[src/rtl/matrix_pkg.sv]
// Constants, FSM state type and lane helper shared by the MAC ALU and its
// result write-back stage.
package matrix_pkg;

    localparam int DATA_W    = 20;
    localparam int NUM_LANES = 7;
    localparam int NUM_COLS  = 8;
    localparam int LANE_W    = $clog2(NUM_LANES);

    typedef enum logic {
        IDLE  = 1'b0,
        DRAIN = 1'b1
    } wb_state_t;

    // Lane index 0 selects lane 1, which sits in the MSBs of the packed vector.
    function automatic logic [DATA_W-1:0] lane_extract(
        input logic [NUM_LANES*DATA_W-1:0] vec,
        input logic [LANE_W-1:0]           idx
    );
        logic [DATA_W-1:0] word_s;
        word_s = {DATA_W{1'b0}};
        for (int i = 0; i < NUM_LANES; i++) begin
            if (idx == LANE_W'(i)) begin
                word_s = vec[(NUM_LANES-1-i)*DATA_W +: DATA_W];
            end
        end
        return word_s;
    endfunction

endpackage

[src/rtl/wb_bank_buf.sv]
// Two-bank ping-pong storage for captured lane results, with a capture
// write port and a lane-select read mux.
module wb_bank_buf
    import matrix_pkg::*;
(
    input  logic                        clk,
    input  logic                        rst,
    input  logic                        wr_en,
    input  logic                        wr_sel,
    input  logic [NUM_LANES*DATA_W-1:0] wr_data,
    input  logic                        rd_sel,
    input  logic [LANE_W-1:0]           rd_lane,
    output logic [DATA_W-1:0]           rd_data
);

    logic [1:0][NUM_LANES*DATA_W-1:0] bank_r;

    // Capture write into the selected bank; contents cleared on reset.
    always_ff @(posedge clk or negedge rst) begin
        if (!rst) begin
            bank_r <= {2*NUM_LANES*DATA_W{1'b0}};
        end else if (wr_en) begin
            bank_r[wr_sel] <= wr_data;
        end else begin
            bank_r <= bank_r;
        end
    end

    assign rd_data = lane_extract(bank_r[rd_sel], rd_lane);

endmodule

[src/rtl/result_writeback.sv]
// Captures 7-lane ALU results into a ping-pong buffer and drains them one
// word per cycle into the result SRAM, tolerating back-pressure.
module result_writeback #(
    parameter int DATA_W    = matrix_pkg::DATA_W,
    parameter int NUM_LANES = matrix_pkg::NUM_LANES,
    parameter int NUM_COLS  = matrix_pkg::NUM_COLS,
    parameter int ADDR_W    = 8,
    parameter int BASE_ADDR = 0
) (
    input  logic                        clk,
    input  logic                        rst,
    input  logic                        cap_valid,
    input  logic [NUM_LANES*DATA_W-1:0] mu_in,
    input  logic                        ram_ready,
    output logic                        cap_ready,
    output logic                        ram_we,
    output logic [ADDR_W-1:0]           ram_addr,
    output logic [DATA_W-1:0]           ram_wdata,
    output logic                        busy,
    output logic                        done,
    output logic                        overflow
);

    import matrix_pkg::*;

    localparam int LANE_IDX_W = $clog2(NUM_LANES);
    localparam int COL_W      = (NUM_COLS > 1) ? $clog2(NUM_COLS) : 1;

    wb_state_t             state_r;
    logic [1:0]            occ_r;
    logic                  wr_bank_r;
    logic                  rd_bank_r;
    logic [LANE_IDX_W-1:0] lane_r;
    logic [COL_W-1:0]      col_r;
    logic                  done_r;
    logic                  overflow_r;

    logic                  cap_fire_s;
    logic                  accept_s;
    logic                  release_s;
    logic [1:0]            occ_next_s;

    // Handshake decode and next occupancy; a bank freed this cycle is not
    // offered to a capture in the same cycle because cap_fire_s uses occ_r.
    always_comb begin
        cap_fire_s = cap_valid && (occ_r < 2'd2);
        accept_s   = (state_r == DRAIN) && ram_ready;
        release_s  = accept_s && (lane_r == LANE_IDX_W'(NUM_LANES-1));
        if (cap_fire_s && !release_s) begin
            occ_next_s = occ_r + 2'd1;
        end else if (!cap_fire_s && release_s) begin
            occ_next_s = occ_r - 2'd1;
        end else begin
            occ_next_s = occ_r;
        end
    end

    // Drain FSM with pointers, counters and registered status flags.
    always_ff @(posedge clk or negedge rst) begin
        if (!rst) begin
            state_r    <= IDLE;
            occ_r      <= 2'd0;
            wr_bank_r  <= 1'b0;
            rd_bank_r  <= 1'b0;
            lane_r     <= {LANE_IDX_W{1'b0}};
            col_r      <= {COL_W{1'b0}};
            done_r     <= 1'b0;
            overflow_r <= 1'b0;
        end else begin
            occ_r      <= occ_next_s;
            wr_bank_r  <= cap_fire_s ? ~wr_bank_r : wr_bank_r;
            overflow_r <= overflow_r || (cap_valid && !cap_fire_s);
            done_r     <= release_s && (col_r == COL_W'(NUM_COLS-1));

            if (release_s) begin
                lane_r    <= {LANE_IDX_W{1'b0}};
                rd_bank_r <= ~rd_bank_r;
                col_r     <= (col_r == COL_W'(NUM_COLS-1)) ? {COL_W{1'b0}} : col_r + COL_W'(1);
            end else if (accept_s) begin
                lane_r <= lane_r + LANE_IDX_W'(1);
            end else begin
                lane_r <= lane_r;
            end

            case (state_r)
                IDLE:    state_r <= (occ_next_s != 2'd0) ? DRAIN : IDLE;
                DRAIN:   state_r <= (occ_next_s == 2'd0) ? IDLE : DRAIN;
                default: state_r <= IDLE;
            endcase
        end
    end

    wb_bank_buf u_bank_buf (
        .clk     (clk),
        .rst     (rst),
        .wr_en   (cap_fire_s),
        .wr_sel  (wr_bank_r),
        .wr_data (mu_in),
        .rd_sel  (rd_bank_r),
        .rd_lane (lane_r),
        .rd_data (ram_wdata)
    );

    assign ram_addr  = ADDR_W'(BASE_ADDR + int'(col_r) * NUM_LANES + int'(lane_r));
    assign ram_we    = (state_r == DRAIN);
    assign cap_ready = (occ_r < 2'd2);
    assign busy      = (occ_r != 2'd0);
    assign done      = done_r;
    assign overflow  = overflow_r;

endmodule

[config.mk]
export PLATFORM = sky130hd
export DESIGN_NAME = result_writeback
export DESIGN_NICKNAME = d
export VERILOG_FILES = /design/src/rtl/matrix_pkg.sv /design/src/rtl/wb_bank_buf.sv /design/src/rtl/result_writeback.sv
export SDC_FILE = /design/constraint.sdc
export NUM_CORES = 1
export LEC_CHECK = 0
export CAP_MARGIN = 15
export CORE_UTILIZATION = 58
export CTS_CLUSTER_DIAMETER = 150
export DETAILED_ROUTE_END_ITERATION = 6
export DONT_BUFFER_PORTS = 1
export HOLD_SLACK_MARGIN = 0.08
export PLACE_DENSITY_LB_ADDON = 0.3
export REMOVE_ABC_BUFFERS = 1
export SETUP_SLACK_MARGIN = 0.3
export SKIP_LAST_GASP = 1
export SLEW_MARGIN = 40
export SYNTH_ARGS = -nofsm -noshare
export SYNTH_HDL_FRONTEND = slang
export SYNTH_HIERARCHICAL = 1
export SYNTH_SLANG_ARGS = --single-unit
export TNS_END_PERCENT = 5
[constraint.sdc]
create_clock -name clk -period 2.68 [get_ports clk]
set_input_delay 0.268 -clock clk [delete_from_list [all_inputs] [get_ports clk]]
set_output_delay 0.268 -clock clk [all_outputs]
set_load 0.05 [all_outputs]
After elaboration in Yosys (flattened, before gate mapping)
Cells that the tools add are included.
Word-level totals
  bits in registers: 293
  input port bits: 144
  output and inout bits: 33
  word-level logic and storage cells: 66
Operators by class
  add/subtract/negate cells: 5
  $mul: 1
  magnitude comparators: 4
  equality and inequality tests: 7
  mux-type cells: 20
  bitwise logic cells: 3
  reduce and logical (&&, ||, !) cells: 16
Operators with widths (count)
  two-way mux 140 bit: 3
  bitwise mux 280 bit: 1
  demux 140 bit (select 1 bit): 1
  two-way mux 20 bit: 7
  == test 3 bit (second input constant): 4
  two-way mux 3 bit: 3
  logical AND 1 bit: 8
  adder 6 x 3 -> 7 bit: 1
  adder 3 x 1 -> 3 bit (second input constant): 2
  == test 3 x 2 -> 1 bit (second input constant): 2
  multiplier 3 x 3 -> 6 bit (second input constant): 1
  nonzero test 2 bit: 3
  < comparator 1 x 2 -> 1 bit (second input constant): 2
  two-way mux 2 bit: 2
  == test 3 x 1 -> 1 bit (second input constant): 1
  logical NOT 3 bit: 1
  inverter 1 bit: 3
  adder 2 x 1 -> 2 bit (second input constant): 1
  logical NOT 1 bit: 2
  logical NOT 2 bit: 1
  < comparator 2 bit (second input constant): 1
  two-way mux 1 bit: 2
  case mux 1 bit (2 select lines): 1
  subtractor 2 x 1 -> 2 bit (second input constant): 1
  2 further kinds: 2

Depth between registers and ports, before layout
  depth in word-level cells: 9
  gate-level depth with buffers: 8
  gate-level depth less buffers: 8

Hierarchy
The synthesis kept the hierarchy.
By module, submodules not included
  wb_bank_buf: instances 1, cells each 946, area an instance 13106.3 um^2, seq. area each 7006.7 um^2
  result_writeback: instances 1, cells each 94, area an instance 962.2 um^2, seq. area each 325.3 um^2

Least setup slack after synthesis
OpenSTA, ideal clock, no wires.
  path type: flip-flop to output port
  start: register col_r[1]
  end: output port ram_addr[6]
  data arrival time: 3.101 ns
  data required time: 2.412 ns
  slack: -0.689 ns
  cell stages (with the launch flop): 9
  path buffers: 0
  path through: dfrtp_1 fa_1 inv_1 fa_1 inv_1 ha_1 a21o_1 a21oi_1 o21ai_0
Between the ends
  longest elaborated chain between the ends: 2
Ends and longest elaborated chain
  start: declaration: RTL line result_writeback.sv:34  | logic [COL_W-1:0] col_r;
  start signal: assignment: RTL line result_writeback.sv:66  | col_r <= {COL_W{1'b0}};
  start signal: assignment: RTL line result_writeback.sv:78  | col_r <= (col_r == COL_W'(NUM_COLS-1)) ? {COL_W{1'b0}} : col_r + COL_W'(1);
  multiplier 3 x 3 -> 6 bit: RTL line result_writeback.sv:104  | assign ram_addr = ADDR_W'(BASE_ADDR + int'(col_r) * NUM_LANES + int'(lane_r));
  adder 6 x 3 -> 7 bit: RTL line result_writeback.sv:104
  end: declaration: RTL line result_writeback.sv:17  | output logic [ADDR_W-1:0] ram_addr,
Every way passes these cells.

Worst setup path in the final report
  start: register col_r[2]
  end: output port ram_addr[5]
Same word-level chain as after synthesis.

==> run_results.csv <==
group,metric,value,unit
run_status,status,"finished with violations",
run_status,failed_checks,"hold timing, setup timing",
route,vias_per_cell,6.06,
yosys,ys_top_cells_by_area,"dfrtp_1, mux2_2, mux2i_1",
placed_design,dp_cells,1359,
yosys,syn_inst,1040,
floorplan,num_io_pins,177,
grt,grt_start_max_net_pins,294,
floorplan,fp.dieW,158,um
floorplan,start_util,59.6,%
yosys,seq_area_frac_synth,52.1,%
setup_path,r2r_slack,0.71,ns
floorplan,dieArea,0.0249,mm2
sta,worst_slack,-0.693,ns
yosys,ys.warnings.count,6,
sta,hold_viol,293,
sta,drv_slew,0,
sta,fin_tns_setup,-9.26,ns
clock_network,cts_setup_buffers,0,
sta,rsz0062_at_grt,"true",
setup_path,critPathKind,"reg -> out",
sta,hold_slack,-0.571,ns
placed_design,gp_congestion,0.763,
setup_path,path_cells,"fa_1 > inv_1 > fa_1 > inv_2 > fa_2 > a21o_1 > a21oi_2 > xnor2_1 > bufbuf_16",
floorplan,core,0.0236,mm2
clock_network,clk_latency,0.54,ns
finish,final_layout_size_suffix_gt1_share,35.8,%
yosys,async_flop_share,100,%
finish,fin_nets,1376,
yosys,netlist_area,0.0141,mm2
setup_path,critical-path-top-delay-family,"adder cells",
route,finalWirelength,35100,um
yosys,ys_ff_latch,293,
setup_path,r2r_start,"occ_r[1]",
setup_path,path_max_fanout,2,
floorplan,fp-row-count,56,
clock_network,cts_inserted_buffers,30,
setup_path,reg2reg_to,"u_bank_buf/bank_r[29]",
setup_path,arrival,3.11,ns
yosys,avgSynthCellArea,13.5,um2
sta,fin_skew,0.00917,ns
setup_path,reg2reg_depth,4,
clock_network,clk_pin_slew,0.06,ns
setup_path,required,2.41,ns
grt,overflow,0,
route,avgRoutedWirePerCell,22.5,um
sta,max_freq,296,MHz
clock_network,clock_tree.root_cell,"clkbuf_16",
grt,grt_pass1_wl,54900,um
route,dr.pass1.iters,5,
sta,finalSetupViolations,25,
route,vias,9433,
grt,grt_pass1_vias,10200,
pwr,leakage,8.03,nW
clock_network,clockBufferDepth,3,
yosys,netlist.area_leader.share,52.1,%
setup_path,critPathCapture,"ram_addr[5]",
route,ant_nets,0,
sta,finalCritPeriodShare,126,%
yosys,synth_edf_count,0,
setup_path,startpoint,"col_r[2]",
sta,tightestPinTransition,0.908,ns
yosys,synth_top_cell_by_area,"dfrtp_1",
floorplan,die_h,158,um
placed_design,io_buffer_count,0,
finish,syn_to_final_growth,22.6,%
route,drt_first_iter_violations,578,
sta,min_period,3.37,ns
finish,layout.cells.non_filler,1556,
setup_path,end_kind,"output pin",
setup_path,cp_num_cells,9,
yosys,yosys_most_used_dff,"dfrtp_1",
worst_hold_path,min_path_type,"in -> async",
clock_network,ctsHoldBuffers,142,
setup_path,cpMostUsedCell,"fa_1",
pwr,vdd_drop_max,1.24,mV
pwr,power_density,1270,mW/mm2
job,maxCapViolations,0,
setup_path,crit_slowest_cell,"fa_1",
grt,antenna_found_initial,2,
sta,slew_headroom,39.3,%
clock_network,htree_levels,1,
clock_network,cts_tree,"done",
setup_path,critPathLaunchType,"register",
setup_path,slowest_delay,0.53,ns
route,drc,0,
clock_network,cts.sinks,293,
yosys,synth_cell_type_count,40,
grt,grt_use_total,28.6,%
placed_design,dp_hpwl,20400,um
setup_path,critical_path_buf_inv_count,3,
-- how the worst min path moves through the flow --
stage	from	to	slack [ns]
5_1_grt	rst	u_bank_buf/bank_r[114]	-0.60
3_5_place_dp	rst	u_bank_buf/bank_r[165]	-0.02
3_3_place_gp	rst	u_bank_buf/bank_r[165]	-0.02
6_report	rst	u_bank_buf/bank_r[165]	-0.57
4_1_cts	rst	u_bank_buf/bank_r[78]	-0.60
2_1_floorplan	rst	col_r[0]	-0.03
-- cell usage in the layout (no fill, tap or decap), types with 20 or more instances in the layout --
cell type      instances
mux2_2               300
dfrtp_1              290
dlygate4sd3_1        142
mux2i_1              120
buf_4                 65
o21ai_0               47
clkbuf_16             31
a21oi_1               21
nor2_1                21
o21a_1                20
a21boi_0              20
a222oi_1              20
-- cell type report --
type                            instances  area (um2)
Sequential cell                       293        7340
Fill cell                            1556        6360
Multi-Input combinational cell        657        6330
Timing Repair Buffer                  218        2140
Clock buffer                           46         902
Tap cell                              319         399
Clock inverter                          7        85.1
Inverter                               14        52.6
Antenna cell                            2        5.00
-- cell usage after synthesis, drive strengths merged, types with 20 or more instances --
master  number
mux2       301
clkbuf      26
a222oi      20
mux2i      120
nor2        24
buf         50
a21oi       22
a21boi      20
o21a        20
o21ai       48
dfrtp      293
o221ai      20
-- per-layer routing --
metal	routed length (um)	vias to the layer above	track usage (%)
met4	1050	0	10.3
met2	17900	333	49.6
met3	2250	81	4.98
met5	0	-	0
met1	13900	4837	35.9
li1	-	4182	-
-- flip-flops by register name (all words and copies together), names as in the netlist --
| register | count |
|---|---|
| col_r | 3 |
| done | 1 |
| lane_r | 3 |
| occ_r | 2 |
| overflow | 1 |
| ram_we | 1 |
| rd_bank_r | 1 |
| u_bank_buf/bank_r | 280 |
| wr_bank_r | 1 |
-- report_power, final --
part	switching [mW]	internal, mW
logic	5.59	4.66
clock network	1.65	2.49
registers	1.13	6.34
total	8.38	13.5
-- through the flow --
step / instance area [um2] / util (%) / total power [mW] / setup WS [ns]
floorplan: 13700 / - / 14.0 / -5.00
global placement: 14800 / 62.7 / 17.0 / -0.268
detailed placement: 14800 / 62.8 / 17.3 / -0.272
CTS: 17200 / 73.1 / 21.8 / -0.721
global route: 17300 / 73.1 / 23.0 / -0.819
finish: 17300 / 73.1 / 21.9 / -0.693
-- kinds of logic (layout without fill, tap and decap cells) --
family	count (synthesis)	after routing	synth area share [%]
mux	421	421	32.7
flops	293	293	52.1
compound gates	155	155	7.61
buf+inv	90	285	3.24
simple gates	55	55	2.10
fa+ha+maj	18	18	1.81
xor+xnor	7	7	0.436
other cells	1	3	0.0267
-- timing repair --
action,CTS,global route
endpoints found under the hold margin,584,293
pin swaps,6,0
setup endpoints to repair,26,26
gates resized for setup,4,0
cloned,0,0
-- worst reg2reg max path, stage by stage (launching register included) --
cell	delay, ns
dfrtp_1	0.47
nor2b_4	0.26
nor2b_4	0.25
buf_12	0.32
mux2_2	0.55
Note: power is estimated with default switching activity, not from simulation.
